==> config.mk <==
export PLATFORM = sky130hd
export DESIGN_NAME = spi_rx_module
export DESIGN_NICKNAME = d
export VERILOG_FILES = /design/src/rtl/spi_rx_module.sv
export SDC_FILE = /design/constraint.sdc
export NUM_CORES = 1
export LEC_CHECK = 0
export ABC_AREA = 0
export CORE_AREA = 3 3 58 60
export CTS_BUF_LIST = sky130_fd_sc_hd__clkbuf_16
export DETAILED_ROUTE_END_ITERATION = 10
export DIE_AREA = 0 0 61 63
export PLACE_DENSITY = 0.82
export SLEW_MARGIN = 20
export SYNTH_ARGS = -nofsm -noshare
export SYNTH_HDL_FRONTEND = slang
export SYNTH_SLANG_ARGS = --single-unit
==> constraint.sdc <==
create_clock -name clk -period 1.8 [get_ports clk]
set_input_delay 0.36 -clock clk [delete_from_list [all_inputs] [get_ports clk]]
set_output_delay 0.36 -clock clk [all_outputs]
set_load 0.01 [all_outputs]
==> src/rtl/spi_rx_module.sv <==
`default_nettype none
// ============================================================================
// Module   : spi_rx_module
// Purpose  : SPI mode-0 slave byte receiver. Oversamples the host's SCLK,
//            MOSI and CS_N on the system clock, shifts MOSI in MSB first on
//            each selected SCLK rise and presents each complete byte with a
//            stretched ready strobe for the downstream data dispatcher.
// Ports    : clk          system clock (single domain)
//            reset        asynchronous active-low reset
//            clk_en       clock enable; all state advances only when high
//            sclk         SPI clock from host (asynchronous)
//            mosi         SPI data from host (asynchronous)
//            cs_n         SPI chip select, active low (asynchronous)
//            buff_rx_spi  last complete byte, stable while rdy is high
//            rdy          high for RDY_HOLD enabled cycles per byte
//            overrun      sticky, set when a byte lands while rdy is high;
//                         cleared by a chip-select rising edge
// Revision : 1.0 - initial release
// ============================================================================
module spi_rx_module #(
    parameter int RDY_HOLD = 4
) (
    input  logic       clk,
    input  logic       reset,
    input  logic       clk_en,
    input  logic       sclk,
    input  logic       mosi,
    input  logic       cs_n,
    output logic [7:0] buff_rx_spi,
    output logic       rdy,
    output logic       overrun
);

    // The hold counter is loaded with RDY_HOLD-1 so that rdy is high for
    // exactly RDY_HOLD enabled cycles (load cycle plus RDY_HOLD-1 decrements).
    localparam logic [7:0] c_HOLD_LOAD = 8'(RDY_HOLD - 1);
    localparam logic [2:0] c_LAST_BIT  = 3'd7;

    // ------------------------------------------------------------------------
    // Input synchronisers: two flops per asynchronous input, plus one extra
    // history flop for sclk and cs_n so their rising edges can be detected.
    // ------------------------------------------------------------------------
    logic r_sclk_meta;
    logic r_sclk_sync;
    logic r_sclk_prev;
    logic r_mosi_meta;
    logic r_mosi_sync;
    logic r_cs_meta;
    logic r_cs_sync;
    logic r_cs_prev;

    always_ff @(posedge clk or negedge reset) begin
        if (!reset) begin
            r_sclk_meta <= 1'b0;
            r_sclk_sync <= 1'b0;
            r_sclk_prev <= 1'b0;
            r_mosi_meta <= 1'b0;
            r_mosi_sync <= 1'b0;
            r_cs_meta   <= 1'b0;
            r_cs_sync   <= 1'b0;
            r_cs_prev   <= 1'b0;
        end else if (clk_en) begin
            r_sclk_meta <= sclk;
            r_sclk_sync <= r_sclk_meta;
            r_sclk_prev <= r_sclk_sync;
            r_mosi_meta <= mosi;
            r_mosi_sync <= r_mosi_meta;
            r_cs_meta   <= cs_n;
            r_cs_sync   <= r_cs_meta;
            r_cs_prev   <= r_cs_sync;
        end
    end

    // ------------------------------------------------------------------------
    // Edge detection and qualified events
    // ------------------------------------------------------------------------
    logic w_sclk_rise;
    logic w_cs_rise;
    logic w_selected;
    logic w_shift_evt;
    logic w_byte_done;

    logic [7:0] r_shift;
    logic [2:0] r_bit_cnt;

    assign w_sclk_rise = r_sclk_sync & ~r_sclk_prev;
    assign w_cs_rise   = r_cs_sync & ~r_cs_prev;
    assign w_selected  = ~r_cs_sync;
    // SCLK activity while deselected is ignored entirely.
    assign w_shift_evt = w_sclk_rise & w_selected;
    assign w_byte_done = w_shift_evt & (r_bit_cnt == c_LAST_BIT);

    // ------------------------------------------------------------------------
    // Shift register and bit counter. Deselection wipes any partial byte so
    // the next select always starts on a byte boundary.
    // ------------------------------------------------------------------------
    always_ff @(posedge clk or negedge reset) begin
        if (!reset) begin
            r_shift   <= 8'h00;
            r_bit_cnt <= 3'd0;
        end else if (clk_en) begin
            if (!w_selected) begin
                r_shift   <= 8'h00;
                r_bit_cnt <= 3'd0;
            end else if (w_shift_evt) begin
                r_shift   <= {r_shift[6:0], r_mosi_sync};
                // 3-bit counter wraps 7 -> 0 on the byte-completing bit.
                r_bit_cnt <= r_bit_cnt + 3'd1;
            end
        end
    end

    // ------------------------------------------------------------------------
    // Byte delivery, rdy stretching and overrun flag. A new byte always takes
    // priority: it overwrites the buffer and restarts the hold with no low
    // gap on rdy. Deselection does not cut short a hold already running.
    // ------------------------------------------------------------------------
    logic [7:0] r_buff;
    logic       r_rdy;
    logic [7:0] r_hold_cnt;
    logic       r_overrun;

    always_ff @(posedge clk or negedge reset) begin
        if (!reset) begin
            r_buff     <= 8'h00;
            r_rdy      <= 1'b0;
            r_hold_cnt <= 8'h00;
            r_overrun  <= 1'b0;
        end else if (clk_en) begin
            if (w_byte_done) begin
                r_buff     <= {r_shift[6:0], r_mosi_sync};
                r_rdy      <= 1'b1;
                r_hold_cnt <= c_HOLD_LOAD;
                if (r_rdy) begin
                    r_overrun <= 1'b1;
                end
            end else begin
                if (r_rdy) begin
                    if (r_hold_cnt == 8'h00) begin
                        r_rdy <= 1'b0;
                    end else begin
                        r_hold_cnt <= r_hold_cnt - 8'h01;
                    end
                end
                if (w_cs_rise) begin
                    r_overrun <= 1'b0;
                end
            end
        end
    end

    assign buff_rx_spi = r_buff;
    assign rdy         = r_rdy;
    assign overrun     = r_overrun;

endmodule
`default_nettype wire

# [Yosys cells after proc, flatten, opt, wreduce, memory -nomap -nowiden]
# Index checks and enable logic that the tools add are counted.
[word_totals] register_bits=36 latch_bits=0 ram_bits=0 romBits=0 output_inout_bits=10 mem_count=0
[op_classes] n_addsub=2 mul=0 n_div=0 order_cmp=0 n_eq_ne=3 n_shift=0 muxes=13 bitwise_logic=7 reduce_logical=8
[op_table] cell="$mux 8" n=3
[op_table] cell="$mux 7" n=2
[op_table] cell="$logic_not 8->1" n=1
[op_table] cell="$sub 8x1->8 const B" n=1
[op_table] cell="$mux 1" n=6
[op_table] cell="$mux 3" n=2
[op_table] cell="$reduce_and 3->1" n=2
[op_table] cell="$reduce_bool 2->1" n=3
[op_table] cell="$and 1x1->1" n=4
[op_table] cell="$reduce_and 2->1" n=2
[op_table] cell="$add 3x1->3 const B" n=1
[op_table] cell="$eq 3x3->1 const B" n=1
[op_table] cell="$not 1->1" n=3
[op_table] cell="$ne 2x1->1 const B" n=1
[op_table] cell="$ne 2x2->1 const B" n=1

# [Logic depth before layout (Yosys ltp)]
[depth] word_depth=6 ltp_mapped=5

# [Worst setup path before layout]
# No wires, ideal clock.
[synth_path] path_type="register -> register" from="register r_hold_cnt[0]" to="register r_hold_cnt[0]" arrival_time_ns=1.509 required_time_ns=1.675 slack_ns=0.167 path_stages_with_launch=6 synth_period_minus_slack_ns=1.633 path_cell_list="dfrtp_1 inv_1 ha_1 nor3b_1 a21oi_1 mux2_2"
[synth_between] elab_chain_cells=4 word_cells_on_any_way=7 cone_classes="1 x add/sub; 1 x eq/ne; 3 x mux; 2 x reduce/logical"
[synth_rtl] item="from (decl)" line_no="120" rtl="logic [7:0] r_hold_cnt;"
[synth_rtl] item="from (signal assigned)" line_no="133" rtl="r_hold_cnt <= c_HOLD_LOAD;"
[synth_rtl] item="from (signal assigned)" line_no="142" rtl="r_hold_cnt <= r_hold_cnt - 8'h01;"
[synth_rtl] item="$sub 8x1->8" line_no="142"
[synth_rtl] item="$mux 8" line_no="139" rtl="if (r_hold_cnt == 8'h00) begin"
[synth_rtl] item="$mux 8" line_no="138" rtl="if (r_rdy) begin"
[synth_rtl] item="$mux 8" line_no="130" rtl="if (w_byte_done) begin"
# Several ways; a longest one is shown, not always the timed one. The select of a mux whose other input is x is not followed.
# A chain may end at the register's enable or synchronous reset.

# [Worst setup path after layout]
[layout_path] from="register r_hold_cnt[0]" to="register r_hold_cnt[5]"
# The elaborated chain is that of the path after synthesis.

==> flow_summary.yaml <==
global_route:
  grt.overflow.total: 0
  grt_util_all_layers: 0.184
  grt_pass1_wl_um: 5260
  first_global_vias: 1124
  grt_max_degree: 37
  antenna_found_initial: 0
power_and_ir_drop:
  power_density_nw_per_um2: 911
  power_leakage_nw: 0.920
  p_total_mw: 1.77
  vdd_drop_max_v: 0.000752
timing:
  fin_crit_sh: 0.959
  finalMaxSlewViolations: 0
  rsz0062_at_grt: "false"
  slew_headroom: 0.528
  fmax_mhz: 579
  hold_viol: 0
  setup_viol: 0
  fin_setup_tns_ns: 0
  tightestPinTransition_ns: 0.704
  fin_ws_ns: 0.0743
  fin_skew_ns: 0.00437
  min_period_ns: 1.73
  whs_ns: 0.495
worst_setup_path:
  start_kind: "flip-flop"
  startpoint: "r_hold_cnt[0]"
  required_ns: 1.99
  worstPathMaxFanout: 5
  worstPathArrival_ns: 1.92
  crit_buf_inv: 2
  crit_type: "flip-flop to flip-flop"
  end_kind: "flip-flop"
  crit_chain: "inv_2 > ha_1 > nor3b_1 > buf_4 > or4_1 > a21boi_1"
  cpLargestDelayFamily: "simple AND/OR/NAND/NOR gates"
  slowest_delay_ns: 0.52
  regToRegStartpoint: "r_hold_cnt[0]"
  slowest_stage: "or4_1"
cells_and_area:
  post-route-util: 0.653
  multiInputGateArea_um2: 643
  seq_area_um2: 901
  antenna_cells: 0
  areaGrowthSynthToFinish_pct: 23.3
  fillers: 223
  final_cell_area_um2: 1940
  nNetsFinal: 158
  final-instance-count-excl-fill: 181
  drive_above_1_share: 0.243
min_path:
  hold_class: "input port to asynchronous set/reset pin"
cts:
  clockRootBuffer: "clkbuf_16"
  clk_path_buf_depth: 2
  cts.htree.levels: 2
  postCtsHoldBufs: 0
  clk_pin_slew_ns: 0.05
  clock-sinks: 36
  worstSkewPairLatency_ns: 0.27
  cts_tree: "yes"
  cts_buffers: 5
floorplanning:
  core_area_um2: 2980
  die_h_um: 63
  die_area_um2: 3840
  ios: 16
  num_rows: 20
  initial_core_util: 0.529
  die_x_um: 61
synthesis:
  yosysMostFrequentCell: "dfrtp_1"
  seq_area_frac_synth: 0.571
  yosys.area_share.xor_xnor: 0
  synth-edff-count: 0
  synthAdderAreaFrac: 0.0317
  synth_cell_type_count: 28
  syn_nets: 132
  synth_top_family_by_area: "compound AO/OA/AOI/OAI gates"
  ys_ff_latch: 36
  synth.avg_cell_area_um2: 12.9
  yosys-top-cells-area: "dfrtp_1 57%, mux2_2 13%, a22o_1 5.6%"
  syn_area_um2: 1580
  synth_compound_area_frac: 0.144
  yosys-top-cells-count: "36 x dfrtp_1, 18 x mux2_2, 11 x o21ai_0"
  synth_flop_cell: "dfrtp_1"
  synthArstFlopShare: 1.00
  synth.area.mux_share: 0.141
  yosysTopAreaCellShare: 0.571
  synthSimpleGateAreaFrac: 0.0905
  synthCells: 122
  ys.warnings.count: 0
  synth_top_cell_by_area: "dfrtp_1"
detailed_routing:
  drc: 0
  ant_nets: 0
  wl_met2_um: 1630
  viasPerCell: 5.79
  wl_per_cell_um: 16.3
  top_layer: "met4"
  detail_route.first_pass.iterations: 4
  num_vias: 1048
  wl_um: 2950
  wl_met3_um: 66
  first_iter_violations: 20
  m1WireLength_um: 1240
placement:
  post_dp_cell_area_um2: 1810
  place_hpwl_um: 2020
  dp_cells: 174
  dp_worst_setup_slack_ns: -0.119
  io_buffers: 15
  finalWeightedCongestion: 0.754
outcome:
  status: "completed"
job:
  maxCapViolations: 0
-- layer usage --
metal | global-route usage | vias up
met1 | 0.233 | 536
met2 | 0.302 | 7
met3 | 0.0393 | 2
met5 | 0 | -
li1 | - | 503
met4 | 0.0678 | 0
-- cell type report --
class                      count  share of cell area
clock buffer                   5              0.0644
clock inverter                 2             0.00450
inverter                       4             0.00772
multi-input combinational     78               0.331
sequential                    36               0.463
tap                           33              0.0212
timing repair buffer          23               0.108
-- kinds of logic after synthesis --
group                    Yosys count
AO/OA/AOI/OAI                     33
adder cells (fa/ha/maj)            4
buffers and inverters              8
flip-flops                        36
multiplexers                      20
AND/OR/NAND/NOR                   21
-- sequential cells by signal, indices dropped and copies added, names as in the netlist --
name         count
r_cs_prev        1
r_mosi_meta      1
r_sclk_sync      1
r_sclk_meta      1
r_sclk_prev      1
r_mosi_sync      1
r_bit_cnt        3
r_hold_cnt       8
buff_rx_spi      8
r_shift          7
overrun          1
r_cs_meta        1
rdy              1
r_cs_sync        1
-- worst register-to-register path, cell delays in order, from the launching register on --
cell and delay, ns:
dfrtp_1 0.39, inv_2 0.06, ha_1 0.20, nor3b_1 0.16, buf_4 0.15, or4_1 0.52, a21boi_1 0.17
-- worst paths after layout --
| check | endpoint | slack (ns) | cells after the start |
|---|---|---|---|
| worst max-delay path | r_hold_cnt[5] | 0.07 | 6 |
| worst min-delay path | r_hold_cnt[7] | 0.50 | 2 |
| worst max register to register | r_hold_cnt[5] | 0.07 | 6 |
| worst min register to register | r_sclk_meta | 0.50 | 1 |
| max in group asynchronous | r_shift[4] | 0.98 | 2 |
| min in group clk | r_sclk_meta | 0.50 | 1 |
-- layout by cell type, fill, tap and decap left out, types with 2 or more instances in the layout --
cell and n:
clkdlybuf4s50_1 15, a21oi_1 4, a2111o_1 2, inv_1 4
nand2_1 5, clkbuf_16 5, a21boi_0 2, nand3_1 2
buf_4 8, or4_1 2, ha_1 4, a22o_1 10
a21boi_1 2, mux2_2 18, dfrtp_1 36, o21ai_0 11
mux2i_1 2, nand4bb_1 3
-- power breakdown --
part	leakage (nW)	internal (mW)	switching, mW
Clock	0.0709	0.495	0.280
Combinational	0.376	0.0611	0.0535
Sequential	0.474	0.850	0.0316
-- what timing repair did --
| item | CTS | global route |
|---|---|---|
| hold endpoints to repair | 0 | 0 |
| setup buffers | 0 | 0 |
| setup endpoints to repair | 0 | 1 |
| resized for setup | 0 | 2 |
No activity file was read; power rests on OpenSTA's default activity.
